[src/rtl/qupls4_stomp_gen_if.sv]
`default_nettype none
// ----------------------------------------------------------------------------
// qupls4_stomp_gen_if : mispredict report in, stomp vector / tail recovery out
// Rev 1.0
// ----------------------------------------------------------------------------
interface qupls4_stomp_gen_if #(
  parameter int ROB_ENTRIES = 16,
  parameter int NDX_W       = 4
);
  logic                   ce;
  logic [NDX_W-1:0]       head;
  logic [ROB_ENTRIES-1:0] rob_v;
  logic                   mispredict_valid;
  logic [NDX_W-1:0]       mispredict_ndx;
  logic [ROB_ENTRIES-1:0] stomp;
  logic [NDX_W:0]         stomp_cnt;
  logic [NDX_W-1:0]       new_tail;
  logic                   new_tail_valid;
  logic                   busy;

  modport master (
    output ce, head, rob_v, mispredict_valid, mispredict_ndx,
    input  stomp, stomp_cnt, new_tail, new_tail_valid, busy
  );

  modport slave (
    input  ce, head, rob_v, mispredict_valid, mispredict_ndx,
    output stomp, stomp_cnt, new_tail, new_tail_valid, busy
  );
endinterface
`default_nettype wire

[src/rtl/qupls4_stomp_gen.sv]
`default_nettype none
// ----------------------------------------------------------------------------
// qupls4_stomp_gen : squash vector and recovered tail after a branch mispredict
// Rev 1.0
// ----------------------------------------------------------------------------
module qupls4_stomp_gen #(
  parameter int ROB_ENTRIES = 16,
  parameter int NDX_W       = 4,
  parameter int HOLD_CYCLES = 2
) (
  input  wire logic         clk,
  input  wire logic         rst,
  qupls4_stomp_gen_if.slave bus
);

  typedef enum logic [1:0] {
    ST_IDLE  = 2'd0,
    ST_STOMP = 2'd1,
    ST_HOLD  = 2'd2
  } state_t;

  localparam logic [2:0] c_hold = 3'(HOLD_CYCLES);

  state_t                 state_q, state_d;
  logic [NDX_W-1:0]       b_q, b_d;
  logic [2:0]             cnt_q, cnt_d;
  logic [ROB_ENTRIES-1:0] stomp_q, stomp_d;
  logic [NDX_W:0]         stomp_cnt_q, stomp_cnt_d;
  logic [NDX_W-1:0]       new_tail_q, new_tail_d;
  logic                   ntv_q, ntv_d;
  logic                   busy_q, busy_d;

  logic [ROB_ENTRIES-1:0] w_stomp_vec;
  logic [NDX_W:0]         w_pop;
  logic [NDX_W-1:0]       w_age_b;
  logic [NDX_W-1:0]       w_age_new;
  logic                   w_accept;
  logic                   w_older;

  // Ages wrap naturally in NDX_W bits, so no tail pointer is needed.
  assign w_age_b   = b_q - bus.head;
  assign w_age_new = bus.mispredict_ndx - bus.head;
  assign w_accept  = bus.ce & bus.mispredict_valid & bus.rob_v[bus.mispredict_ndx];
  assign w_older   = (w_age_new < w_age_b);

  generate
    for (genvar i = 0; i < ROB_ENTRIES; i++) begin : g_ent
      logic [NDX_W-1:0] w_age;
      assign w_age          = NDX_W'(i) - bus.head;
      assign w_stomp_vec[i] = bus.rob_v[i] & (w_age > w_age_b);
    end
  endgenerate

  always_comb begin
    w_pop = '0;
    for (int i = 0; i < ROB_ENTRIES; i++) begin
      w_pop = w_pop + (NDX_W+1)'(w_stomp_vec[i]);
    end
  end

  always_ff @(posedge clk) begin
    if (rst) begin
      state_q     <= ST_IDLE;
      b_q         <= '0;
      cnt_q       <= '0;
      stomp_q     <= '0;
      stomp_cnt_q <= '0;
      new_tail_q  <= '0;
      ntv_q       <= 1'b0;
      busy_q      <= 1'b0;
    end else begin
      state_q     <= state_d;
      b_q         <= b_d;
      cnt_q       <= cnt_d;
      stomp_q     <= stomp_d;
      stomp_cnt_q <= stomp_cnt_d;
      new_tail_q  <= new_tail_d;
      ntv_q       <= ntv_d;
      busy_q      <= busy_d;
    end
  end

  // Pulse outputs default low, so a ce-low cycle emits nothing and holds state.
  always_comb begin
    state_d     = state_q;
    b_d         = b_q;
    cnt_d       = cnt_q;
    stomp_d     = '0;
    stomp_cnt_d = '0;
    new_tail_d  = new_tail_q;
    ntv_d       = 1'b0;
    busy_d      = busy_q;
    if (bus.ce) begin
      case (state_q)
        ST_IDLE: begin
          if (w_accept) begin
            state_d = ST_STOMP;
            b_d     = bus.mispredict_ndx;
            busy_d  = 1'b1;
          end
        end
        ST_STOMP: begin
          stomp_d     = w_stomp_vec;
          stomp_cnt_d = w_pop;
          new_tail_d  = b_q + 1'b1;
          ntv_d       = 1'b1;
          cnt_d       = c_hold;
          state_d     = ST_HOLD;
          if (w_accept && w_older) begin
            state_d = ST_STOMP;
            b_d     = bus.mispredict_ndx;
          end
        end
        ST_HOLD: begin
          if (w_accept && w_older) begin
            state_d = ST_STOMP;
            b_d     = bus.mispredict_ndx;
            cnt_d   = c_hold;
          end else if (cnt_q == 3'd1) begin
            state_d = ST_IDLE;
            cnt_d   = '0;
            busy_d  = 1'b0;
          end else begin
            cnt_d = cnt_q - 3'd1;
          end
        end
        default: begin
          state_d = ST_IDLE;
          busy_d  = 1'b0;
        end
      endcase
    end
  end

  assign bus.stomp          = stomp_q;
  assign bus.stomp_cnt      = stomp_cnt_q;
  assign bus.new_tail       = new_tail_q;
  assign bus.new_tail_valid = ntv_q;
  assign bus.busy           = busy_q;

endmodule
`default_nettype wire

[src/flat_wrapper.sv]
// flat-port wrapper written by rule: the top's interface ports become plain ports
module qupls4_stomp_gen_flat 
#(
  parameter int ROB_ENTRIES = 16,
  parameter int NDX_W       = 4,
  parameter int HOLD_CYCLES = 2
)
  (clk, rst, bus_ce, bus_head, bus_rob_v, bus_mispredict_valid, bus_mispredict_ndx, bus_stomp, bus_stomp_cnt, bus_new_tail, bus_new_tail_valid, bus_busy);
  qupls4_stomp_gen_if #(.ROB_ENTRIES(ROB_ENTRIES), .NDX_W(NDX_W)) bus_i ();
  input  wire logic clk;
  input  wire logic rst;
  input wire logic [$bits(bus_i.ce)-1:0] bus_ce;
  input wire logic [$bits(bus_i.head)-1:0] bus_head;
  input wire logic [$bits(bus_i.rob_v)-1:0] bus_rob_v;
  input wire logic [$bits(bus_i.mispredict_valid)-1:0] bus_mispredict_valid;
  input wire logic [$bits(bus_i.mispredict_ndx)-1:0] bus_mispredict_ndx;
  output wire logic [$bits(bus_i.stomp)-1:0] bus_stomp;
  output wire logic [$bits(bus_i.stomp_cnt)-1:0] bus_stomp_cnt;
  output wire logic [$bits(bus_i.new_tail)-1:0] bus_new_tail;
  output wire logic [$bits(bus_i.new_tail_valid)-1:0] bus_new_tail_valid;
  output wire logic [$bits(bus_i.busy)-1:0] bus_busy;
  assign bus_i.ce = bus_ce;
  assign bus_i.head = bus_head;
  assign bus_i.rob_v = bus_rob_v;
  assign bus_i.mispredict_valid = bus_mispredict_valid;
  assign bus_i.mispredict_ndx = bus_mispredict_ndx;
  assign bus_stomp = bus_i.stomp;
  assign bus_stomp_cnt = bus_i.stomp_cnt;
  assign bus_new_tail = bus_i.new_tail;
  assign bus_new_tail_valid = bus_i.new_tail_valid;
  assign bus_busy = bus_i.busy;
  qupls4_stomp_gen #(.ROB_ENTRIES(ROB_ENTRIES), .NDX_W(NDX_W), .HOLD_CYCLES(HOLD_CYCLES)) u_core (.clk(clk), .rst(rst), .bus(bus_i));
endmodule
[config.mk]
export PLATFORM = sky130hd
export DESIGN_NAME = qupls4_stomp_gen_flat
export DESIGN_NICKNAME = d
export VERILOG_FILES = /design/src/rtl/qupls4_stomp_gen_if.sv /design/src/rtl/qupls4_stomp_gen.sv /design/src/flat_wrapper.sv
export SDC_FILE = /design/constraint.sdc
export NUM_CORES = 1
export LEC_CHECK = 0
export CAP_MARGIN = 30
export CORE_MARGIN = 4
export CORE_UTILIZATION = 49
export CTS_CLUSTER_SIZE = 16
export DETAILED_ROUTE_END_ITERATION = 10
export GPL_TIMING_DRIVEN = 0
export PLACE_DENSITY = 0.75
export SLEW_MARGIN = 20
export SYNTH_ARGS = -nofsm -noshare
export SYNTH_HDL_FRONTEND = slang
export SYNTH_SLANG_ARGS = --single-unit
[constraint.sdc]
create_clock -name clk -period 8.4 [get_ports clk]
set_input_delay 1.68 -clock clk [delete_from_list [all_inputs] [get_ports clk]]
set_output_delay 1.68 -clock clk [all_outputs]
set_load 0.02 [all_outputs]
# --- After elaboration in Yosys (flattened, before gate mapping) ---
# Cells that the tools add are included.
classes:
  n_eq_ne: 8
  bitwise_logic: 20
  reduce_logical: 12
  n_mux: 18
  n_lt_le_gt_ge: 18
  n_addsub: 35
ops:
  columns: ["operator", "count"]
  rows:
  - ["5-bit by 1-bit adder with 5-bit output", 14]
  - ["4-bit greater-than comparator", 16]
  - ["4-bit subtractor (first input constant)", 8]
  - ["1-bit AND", 18]
  - ["3-bit by 4-bit subtractor with 4-bit output (first input constant)", 4]
  - ["2-bit two-way mux", 4]
  - ["4-bit two-way mux", 2]
  - ["4-bit one-hot mux with 2 select lines", 1]
  - ["1-bit by 4-bit subtractor with 4-bit output (first input constant)", 2]
  - ["2-bit by 4-bit subtractor with 4-bit output (first input constant)", 2]
  - ["4-bit subtractor", 2]
  - ["3-bit two-way mux", 2]
  - ["2-bit by 1-bit inequality test with 1-bit output (second input constant)", 3]
  - ["2-bit one-hot mux with 3 select lines", 1]
  - ["3-bit one-hot mux with 2 select lines", 1]
  - ["4-bit by 5-bit < comparator with 1-bit output (second input constant)", 1]
  - ["1-bit two-way mux", 5]
  - ["5-bit AND reduction", 1]
  - ["4-bit by 1-bit adder with 4-bit output (second input constant)", 1]
  - ["1-bit binary-select mux with 4-bit select", 1]
  - ["4-bit < comparator", 1]
  - ["2-bit AND reduction", 2]
  - ["4-bit AND reduction", 1]
  - ["2-bit nonzero test", 2]
  - ["14 further kinds", 16]
totals:
  in_bits: 28
  output_inout_bits: 27
  ff_bits: 36

# --- Longest topological paths before layout ---
# Gate-level depths: netlist of run 1.
depth:
  depth_word: 18
  ltp_mapped: 24
  mapped_depth_nobuf: 24

# --- Least setup slack after synthesis of run 1 ---
# Ideal clock, no wire load.
synth_path:
  path_kind: "input to register"
  start: "input port bus_head[0]"
  end: "register u_core.stomp_cnt_q[4], in the netlist u_core.bus.stomp_cnt[4]"
  arrival_time_ns: 6.994
  required_time_ns: 8.335
  n_path_buf: 0
  slack_ns: 1.341
  setup_ns: 0.065
  cell_stages: 22
  cell_sequence: "ha_1 -> fa_1 -> ha_1 -> nor2_1 -> nor2_1 -> maj3_1 -> o21ai_0 -> nand2_1 -> and2_1 -> ha_1 -> inv_1 -> fa_1 -> fa_1 -> fa_1 -> inv_1 -> fa_1 -> inv_1 -> fa_1 -> fa_1 -> nor2b_1 -> o21ai_0 -> nor2_1"
synth_via:
  elab_chain_cells: 18
  elab_cells_between_ends: 64
  cone_classes: "add/sub (32); order compare (16); bitwise (16)"
synth_lines:
  columns: ["item", "line_no", "text"]
  rows:
  - ["start: declaration", "flat_wrapper.sv:13", "input wire logic [$bits(bus_i.head)-1:0] bus_head;"]
  - ["1-bit by 4-bit subtractor with 4-bit output / 4-bit subtractor (equally long branches)", "qupls4_stomp_gen.sv:49, qupls4_stomp_gen.sv:41", null]
  - ["4-bit greater-than comparator (*)", "qupls4_stomp_gen.sv:50", "assign w_stomp_vec[i] = bus.rob_v[i] & (w_age > w_age_b);"]
  - ["1-bit AND (*)", "qupls4_stomp_gen.sv:50", null]
  - ["named net u_core.w_stomp_vec[1]", "qupls4_stomp_gen.sv:33", "logic [ROB_ENTRIES-1:0] w_stomp_vec;"]
  - ["1-bit by 1-bit adder with 2-bit output (*)", "qupls4_stomp_gen.sv:57", "w_pop = w_pop + (NDX_W+1)'(w_stomp_vec[i]);"]
  - ["5-bit by 1-bit adder with 5-bit output (*) (14 in a row)", "qupls4_stomp_gen.sv:57", null]
  - ["end signal: assignment", "qupls4_stomp_gen.sv:76", "stomp_cnt_q <= stomp_cnt_d;"]
  - ["end: declaration", "qupls4_stomp_gen.sv:28", "logic [NDX_W:0] stomp_cnt_q, stomp_cnt_d;"]
# Mark *: on every way through the listed nets, which the timed path passes. The rest lies on a longest branch.
# A chain may end at the register's enable or synchronous reset.

# --- Final worst setup path of run 1 ---
# Ends and elaborated chain as after synthesis.

==> impl_results.md, run 1 <==
- HPWL Detailed: 6191 um
- PD cells: 220.7 mW/mm^2
- Synth async-reset ratio: 0
- Root buffer cell: clkbuf_8
- Rows: 28
- Largest net degree at the start of global routing: 13
- Yosys warns: 0
- RSZ-0062 raised after global routing: no
- Final Wtd Congestion: 0.8578
- Crit Path Class: in -> reg
- Hold slack final: 0.4723 ns
- Initial antenna violation count: 0
- Setup repair bufs after CTS: 0
- Total die area: 0.007683 sq mm
- Core Region: 0.006026 sq mm
- Worst Hold Path Cells: 2
- Status: completed
- Period utilisation layout: 0.9406
- Met2 Usage GRT: 0.3616
- Post-CTS Hold Fix Bufs: 0
- Die width: 87.66 um
- Initial core utilization: 0.5160
- ANT cells: 0
- Yosys cell types: 57
- Final setup viols: 0
- Min-delay src: u_core.bus.busy$_SDFFE_PP0P_
- Residual DRC: 0
- DIE HEIGHT: 87.66 um
- Min Tclk post-route: 7.901 ns
- CP peak stage delay: 0.61 ns
- Most frequent cells after synthesis: 39 x ha_1, 37 x inv_1, 36 x dfxtp_1
- First-pass GRT wire length: 12,710 um
- Via count: 2,567
- Starting DRC count in detailed routing: 71
- CTS tree: yes
- Count of pins over their slew limit: 0
- Slew @ Worst Pin: 0.6135 ns
- Synth Instances: 342
- Most Crowded Layer GR: met2
- Reg-to-reg slack, setup: 1.97 ns
- Synth Cell Area: 0.003109 sq mm
- Slew headroom: 0.5867
- CP max-delay cell: fa_1
- Layout cell share with drive strength beyond 1: 0.07921
- Routed Antenna Nets: 0
- CP Data Arrival Time: 8.13 ns
- Num CTS Buffers: 5
- Top cell type's share of synthesized area: 0.2318
- Post-CTS Resized: 0
- Worst EP required: 8.63 ns
- Critical register-to-register path startpoint: u_core.b_q[0]$_SDFFE_PP0P_
- Worst skew pair latency: 0.29 ns
- IO Pins: 55
- CP startpoint kind: input port
- Input/output buffers: 54
- Grt ovf: 0
- DRT Pass-1 Iters: 4
- Top-count cell post-synth: ha_1
- Cell Chain, Critical Path: clkdlybuf4s50_1 -> ha_1 -> fa_1 -> ha_1 -> nor2_1 -> nor2_1 -> maj3_1 -> o21ai_0 -> nand2_1 -> and2_1 -> ha_1 -> inv_1 -> fa_1 -> fa_1 -> fa_1 -> inv_1 -> fa_1 -> inv_1 -> fa_1 -> fa_1 -> nor2b_1 -> o21ai_0 -> nor2_1
- Cell mode on critical path: fa_1
- Hold path endpoint: u_core.bus.busy$_SDFFE_PP0P_
- Met1 Track Usage GR: 0.2588
- All-Layer GR Usage: 0.2101
- H-tree lvl count: 2
- Worst-path maximum fanout: 7
- Worst-path clk slew: 0.07 ns
- Leak Pwr: 1.604 nW
- Seq/Total Area, Yosys: 0.2318
- Synth top area cells: dfxtp_1 23%, ha_1 16%, fa_1 8.4%
- Final setup margin: 0.4993 ns
- Vias in the first global route: 2,701
- TNS Setup: 0 ns
- Wire per inst: 15.40 um
- Max-cap check violation count: 0
- RR Endpoint: u_core.bus.stomp_cnt[4]$_SDFF_PP0_
- Crit. End Element: flip-flop
- Place WS: 0.2368 ns
- Final Hold Viols: 0
- Syn-to-layout area delta: 23.98%
- Fill count: 543
- Max Root-Sink Buffers: 2
- Overall power: 0.8508 mW
- Syn_nets: 422
- CTS sink count: 36
- Nets: 483
- R2R depth: 23
- VDD IR-drop max: 149.3 uV
- Post-synth EDFFs: 0
- Worst Hold Class: reg -> reg
- Clock skew: 0.008665 ns
- Commonest register cell after synthesis: dfxtp_1
- Fmax: 0.1266 GHz
- Number of synthesized register bits: 36
- Dominant cell type by area after synthesis: dfxtp_1
- Vias/cell: 5.359
- Detailed Route WL: 7375 um
- Avg Cell Area, Syn: 9.091 sq um
- Grt met3 use: 0.03951
routing by layer:
metal,share of wire,vias up
met5,0,-
met4,0.023,0
met3,0.049,15
met2,0.48,53
met1,0.45,1219
li1,-,1280
state kept, by name, indices dropped and copies added (netlist names):
register,flops
u_core.b_q,4
u_core.bus.busy,1
u_core.bus.new_tail,4
u_core.bus.new_tail_valid,1
u_core.bus.stomp,16
u_core.bus.stomp_cnt,5
u_core.cnt_q,3
u_core.state_q,2
kinds of logic (layout without fill, tap and decap cells):
kind of cell | Yosys count | count (layout) | synth area share
XOR/XNOR | 20 | 20 | 0.05875
AO/OA/AOI/OAI | 67 | 67 | 0.1630
flip-flops | 36 | 36 | 0.2318
multiplexers | 14 | 14 | 0.05473
adder cells (fa/ha/maj) | 58 | 58 | 0.2604
AND/OR/NAND/NOR | 101 | 101 | 0.1726
buffers and inverters | 46 | 108 | 0.05875
cell type report:
cell class | instances | area, sq um | share of cell area
Multi-Input combinational cell | 260 | 2206 | 0.5722
Timing Repair Buffer | 54 | 540.5 | 0.1402
Tap cell | 75 | 93.84 | 0.02434
Clock inverter | 3 | 42.54 | 0.01104
Clock buffer | 5 | 68.82 | 0.01785
Sequential cell | 36 | 720.7 | 0.1870
Buffer | 9 | 43.79 | 0.01136
Inverter | 37 | 138.9 | 0.03603
worst max-delay path: cells and delay by family:
kind,cells,cell delay (ns)
buf+inv,4,0.74
compound gates,2,0.28
simple gates,6,0.81
fa+ha+maj,11,4.62
report_power, final:
part           internal, mW  total (mW)  switching, mW
Clock                0.0878       0.152         0.0643
Sequential            0.184       0.191        0.00759
Combinational         0.230       0.507          0.277
Total                 0.502       0.851          0.349
how the worst max path moves through the flow:
stage / from / to / slack, ns / depth (start not counted)
2_1_floorplan: bus_head[0] / u_core.bus.stomp_cnt[4]$_SDFF_PP0_ / 1.34 / 22
3_3_place_gp: bus_head[0] / u_core.bus.stomp_cnt[4]$_SDFF_PP0_ / 0.34 / 23
3_5_place_dp: bus_head[0] / u_core.bus.stomp_cnt[4]$_SDFF_PP0_ / 0.24 / 23
4_1_cts: bus_head[0] / u_core.bus.stomp_cnt[4]$_SDFF_PP0_ / 0.51 / 23
5_1_grt: bus_head[0] / u_core.bus.stomp_cnt[4]$_SDFF_PP0_ / 0.15 / 23
6_report: bus_head[0] / u_core.bus.stomp_cnt[4]$_SDFF_PP0_ / 0.50 / 23
through the flow:
step / instance area, sq um / util / cells
after floorplan: 3109 / - / 342
after global placement: 3744 / 0.6213 / 471
after detailed placement: 3744 / 0.6213 / 471
after CTS: 3855 / 0.6397 / 479
after global routing: 3855 / 0.6397 / 479
final: 3855 / 0.6397 / 479
cell usage in the layout (no fill, tap or decap), drive strengths merged, types with 3 or more instances in the layout:
cell           synthesis  final
o211ai                 4      4
and2                   5      5
buf                    3      3
xnor2                 11     11
nand2                 16     16
inv                   37     37
a21oi                 15     15
nand3                  8      8
nor2                  31     31
nand2b                16     16
nor3b                  3      3
nor2b                 11     11
xor2                   9      9
clkdlybuf4s50          0     54
a21o                   6      6
a211oi                 5      5
mux2i                 11     11
o21a                   3      3
o21ai                 17     17
maj3                   6      6
dfxtp                 36     36
clkbuf                 6     11
nor3                   5      5
fa                    13     13
ha                    39     39
No activity file was read; power rests on OpenSTA's default activity.
==> run 2: changes to the inputs <==
--- a/config.mk
+++ b/config.mk
@@ -7,11 +7,11 @@
 export LEC_CHECK = 0
 export CAP_MARGIN = 30
 export CORE_MARGIN = 4
-export CORE_UTILIZATION = 49
+export CORE_UTILIZATION = 54
 export CTS_CLUSTER_SIZE = 16
 export DETAILED_ROUTE_END_ITERATION = 10
 export GPL_TIMING_DRIVEN = 0
-export PLACE_DENSITY = 0.75
+export PLACE_DENSITY = 0.82
 export SLEW_MARGIN = 20
 export SYNTH_ARGS = -nofsm -noshare
 export SYNTH_HDL_FRONTEND = slang
==> impl_results.md, run 2 (synthesized netlist as in run 1, its figures left out) <==
- Num CTS Buffers: 5 (unchanged)
- Root buffer cell: clkbuf_8
- Initial antenna violation count: 0 (unchanged)
- Post-CTS Resized: 0 (unchanged)
- Fill count: 454 (-16%)
- Status: completed
- Max reg flops: 16 (unchanged)
- CP Data Arrival Time: 8.16 ns (+0.03 ns)
- First-pass GRT wire length: 12,720 um (+0.11%)
- Max-cap check violation count: 0 (unchanged)
- Min Tclk post-route: 7.938 ns (+0.03749 ns)
- Wire per inst: 15.57 um (+1.1%)
- Worst skew pair latency: 0.28 ns (about the same)
- Residual DRC: 0 (unchanged)
- CP startpoint kind: input port
- Input/output buffers: 54 (unchanged)
- Syn-to-layout area delta: 23.86% (about the same)
- H-tree lvl count: 2 (unchanged)
- PD cells: 221.2 mW/mm^2 (+0.24%)
- Final setup viols: 0 (unchanged)
- Initial core utilization: 0.5612 (+0.04521)
- Routed Antenna Nets: 0 (unchanged)
- Nets: 483 (unchanged)
- Worst Hold Class: reg -> reg
- Slew @ Worst Pin: 0.5801 ns (-0.03339 ns)
- Post-CTS Hold Fix Bufs: 0 (unchanged)
- Core Region: 0.005540 sq mm (-8.1%)
- Final Hold Viols: 0 (unchanged)
- Setup repair bufs after CTS: 0 (unchanged)
- CTS sink count: 36 (unchanged)
- Worst-path clk slew: 0.07 ns (about the same)
- ANT cells: 0 (unchanged)
- HPWL Detailed: 6120 um (-1.1%)
- Fin cells: 476 (-0.63%)
- Layout cell share with drive strength beyond 1: 0.07921 (unchanged)
- All-Layer GR Usage: 0.2215 (+0.01134)
- VDD IR-drop max: 134.8 uV (-9.7%)
- Leading cell type in the layout, fill and taps excluded: clkdlybuf4s50_1
- Grt ovf: 0 (unchanged)
- Vias in the first global route: 2,656 (-1.7%)
- RSZ-0062 raised after global routing: no
- DIE HEIGHT: 83.88 um (-4.3%)
- Crit Path Class: in -> reg
- CTS tree: yes
- Final Wtd Congestion: 0.8889 (+3.6%)
- Detailed Route WL: 7410 um (+0.47%)
- Slew headroom: 0.6092 (+0.02250)
- Die width: 83.88 um (-4.3%)
- Worst-path maximum fanout: 7 (unchanged)
- TNS Setup: 0 ns (unchanged)
- DRT Pass-1 Iters: 4 (unchanged)
- Largest net degree at the start of global routing: 13 (unchanged)
- Fmax: 0.1260 GHz (-0.47%)
- Final setup margin: 0.4618 ns (-0.03749 ns)
- Count of pins over their slew limit: 0 (unchanged)
- Cells after DPL: 468 (-0.64%)
- Total die area: 0.007036 sq mm (-8.4%)
- Rows: 27 (-3.6%)
- Period utilisation layout: 0.9450 (+0.004463)
- Leak Pwr: 1.604 nW (unchanged)
- Most frequent cells in the layout: 54 x clkdlybuf4s50_1, 39 x ha_1, 37 x inv_1, 36 x dfxtp_1, 31 x nor2_1
- Starting DRC count in detailed routing: 77 (+8.5%)
- Place WS: 0.2415 ns (+0.004692 ns)
- Vias/cell: 5.502 (+2.7%)
- Max Root-Sink Buffers: 2 (unchanged)
- Via count: 2,619 (+2.0%)
- Worst EP required: 8.62 ns (about the same)
- IO Pins: 55 (unchanged)
- Crit. End Element: flip-flop
- Clock skew: 0.005283 ns (-0.003382 ns)
==> run 2: power by group <==
part | internal (mW) | switching (mW)
Combinational | 0.229 | 0.279
Clock | 0.0878 | 0.0640
Sequential | 0.184 | 0.00798
==> run 2: layout make-up <==
class / count / area (sq um) / share of cell area
Buffer: 9 / 43.79 / 0.01137
Clock buffer: 5 / 68.82 / 0.01787
Clock inverter: 3 / 42.54 / 0.01105
Inverter: 37 / 138.9 / 0.03606
Multi-Input combinational cell: 260 / 2206 / 0.5728
Sequential cell: 36 / 720.7 / 0.1871
Tap cell: 72 / 90.09 / 0.02339
Timing Repair Buffer: 54 / 540.5 / 0.1404
==> run 2: layer usage <==
metal  vias up  track usage  wire [um]
li1       1279            -          -
met1      1259       0.2764       3264
met2        71       0.3933       3658
met3        10      0.03653        386
met4         0      0.05848        100
met5         -            0          0
==> run 2: worst paths after layout <==
kind	start	endpoint	slack [ns]	depth (start not counted)
min	u_core.bus.busy$_SDFFE_PP0P_	u_core.bus.busy$_SDFFE_PP0P_	0.48	2
max	bus_head[0]	u_core.bus.stomp_cnt[4]$_SDFF_PP0_	0.46	23
max reg2reg	u_core.b_q[0]$_SDFFE_PP0P_	u_core.bus.stomp_cnt[4]$_SDFF_PP0_	1.98	23
min reg2reg	u_core.bus.busy$_SDFFE_PP0P_	u_core.bus.busy$_SDFFE_PP0P_	0.48	2
==> run 2: stage by stage <==
stage,hold slack [ns],util,cell area [sq um],power (mW)
3_3_place_gp,0.4629,0.6750,3740,0.6755
6_report,0.4804,0.6951,3851,0.8520
3_5_place_dp,0.4665,0.6750,3740,0.7012
2_1_floorplan,0.4499,-,3109,0.5771
4_1_cts,0.4801,0.6951,3851,0.8548
5_1_grt,0.4985,0.6951,3851,0.9411
==> run 2: critical path: stages <==
cell and delay [ns]:
clkdlybuf4s50_1 0.58, ha_1 0.34, fa_1 0.61, ha_1 0.28
nor2_1 0.25, nor2_1 0.08, maj3_1 0.40, o21ai_0 0.20
nand2_1 0.10, and2_1 0.16, ha_1 0.28, inv_1 0.07
fa_1 0.43, fa_1 0.49, fa_1 0.51, inv_1 0.05
fa_1 0.47, inv_1 0.05, fa_1 0.39, fa_1 0.40
nor2b_1 0.16, o21ai_0 0.10, nor2_1 0.08
==> run 3: changes to the inputs <==
--- a/config.mk
+++ b/config.mk
@@ -10,6 +10,7 @@
 export CORE_UTILIZATION = 54
 export CTS_CLUSTER_SIZE = 16
 export DETAILED_ROUTE_END_ITERATION = 10
+export GPL_ROUTABILITY_DRIVEN = 0
 export GPL_TIMING_DRIVEN = 0
 export PLACE_DENSITY = 0.82
 export SLEW_MARGIN = 20
==> results of run 3 <==
Final layout, timing and power as in run 2 (identical DEF).
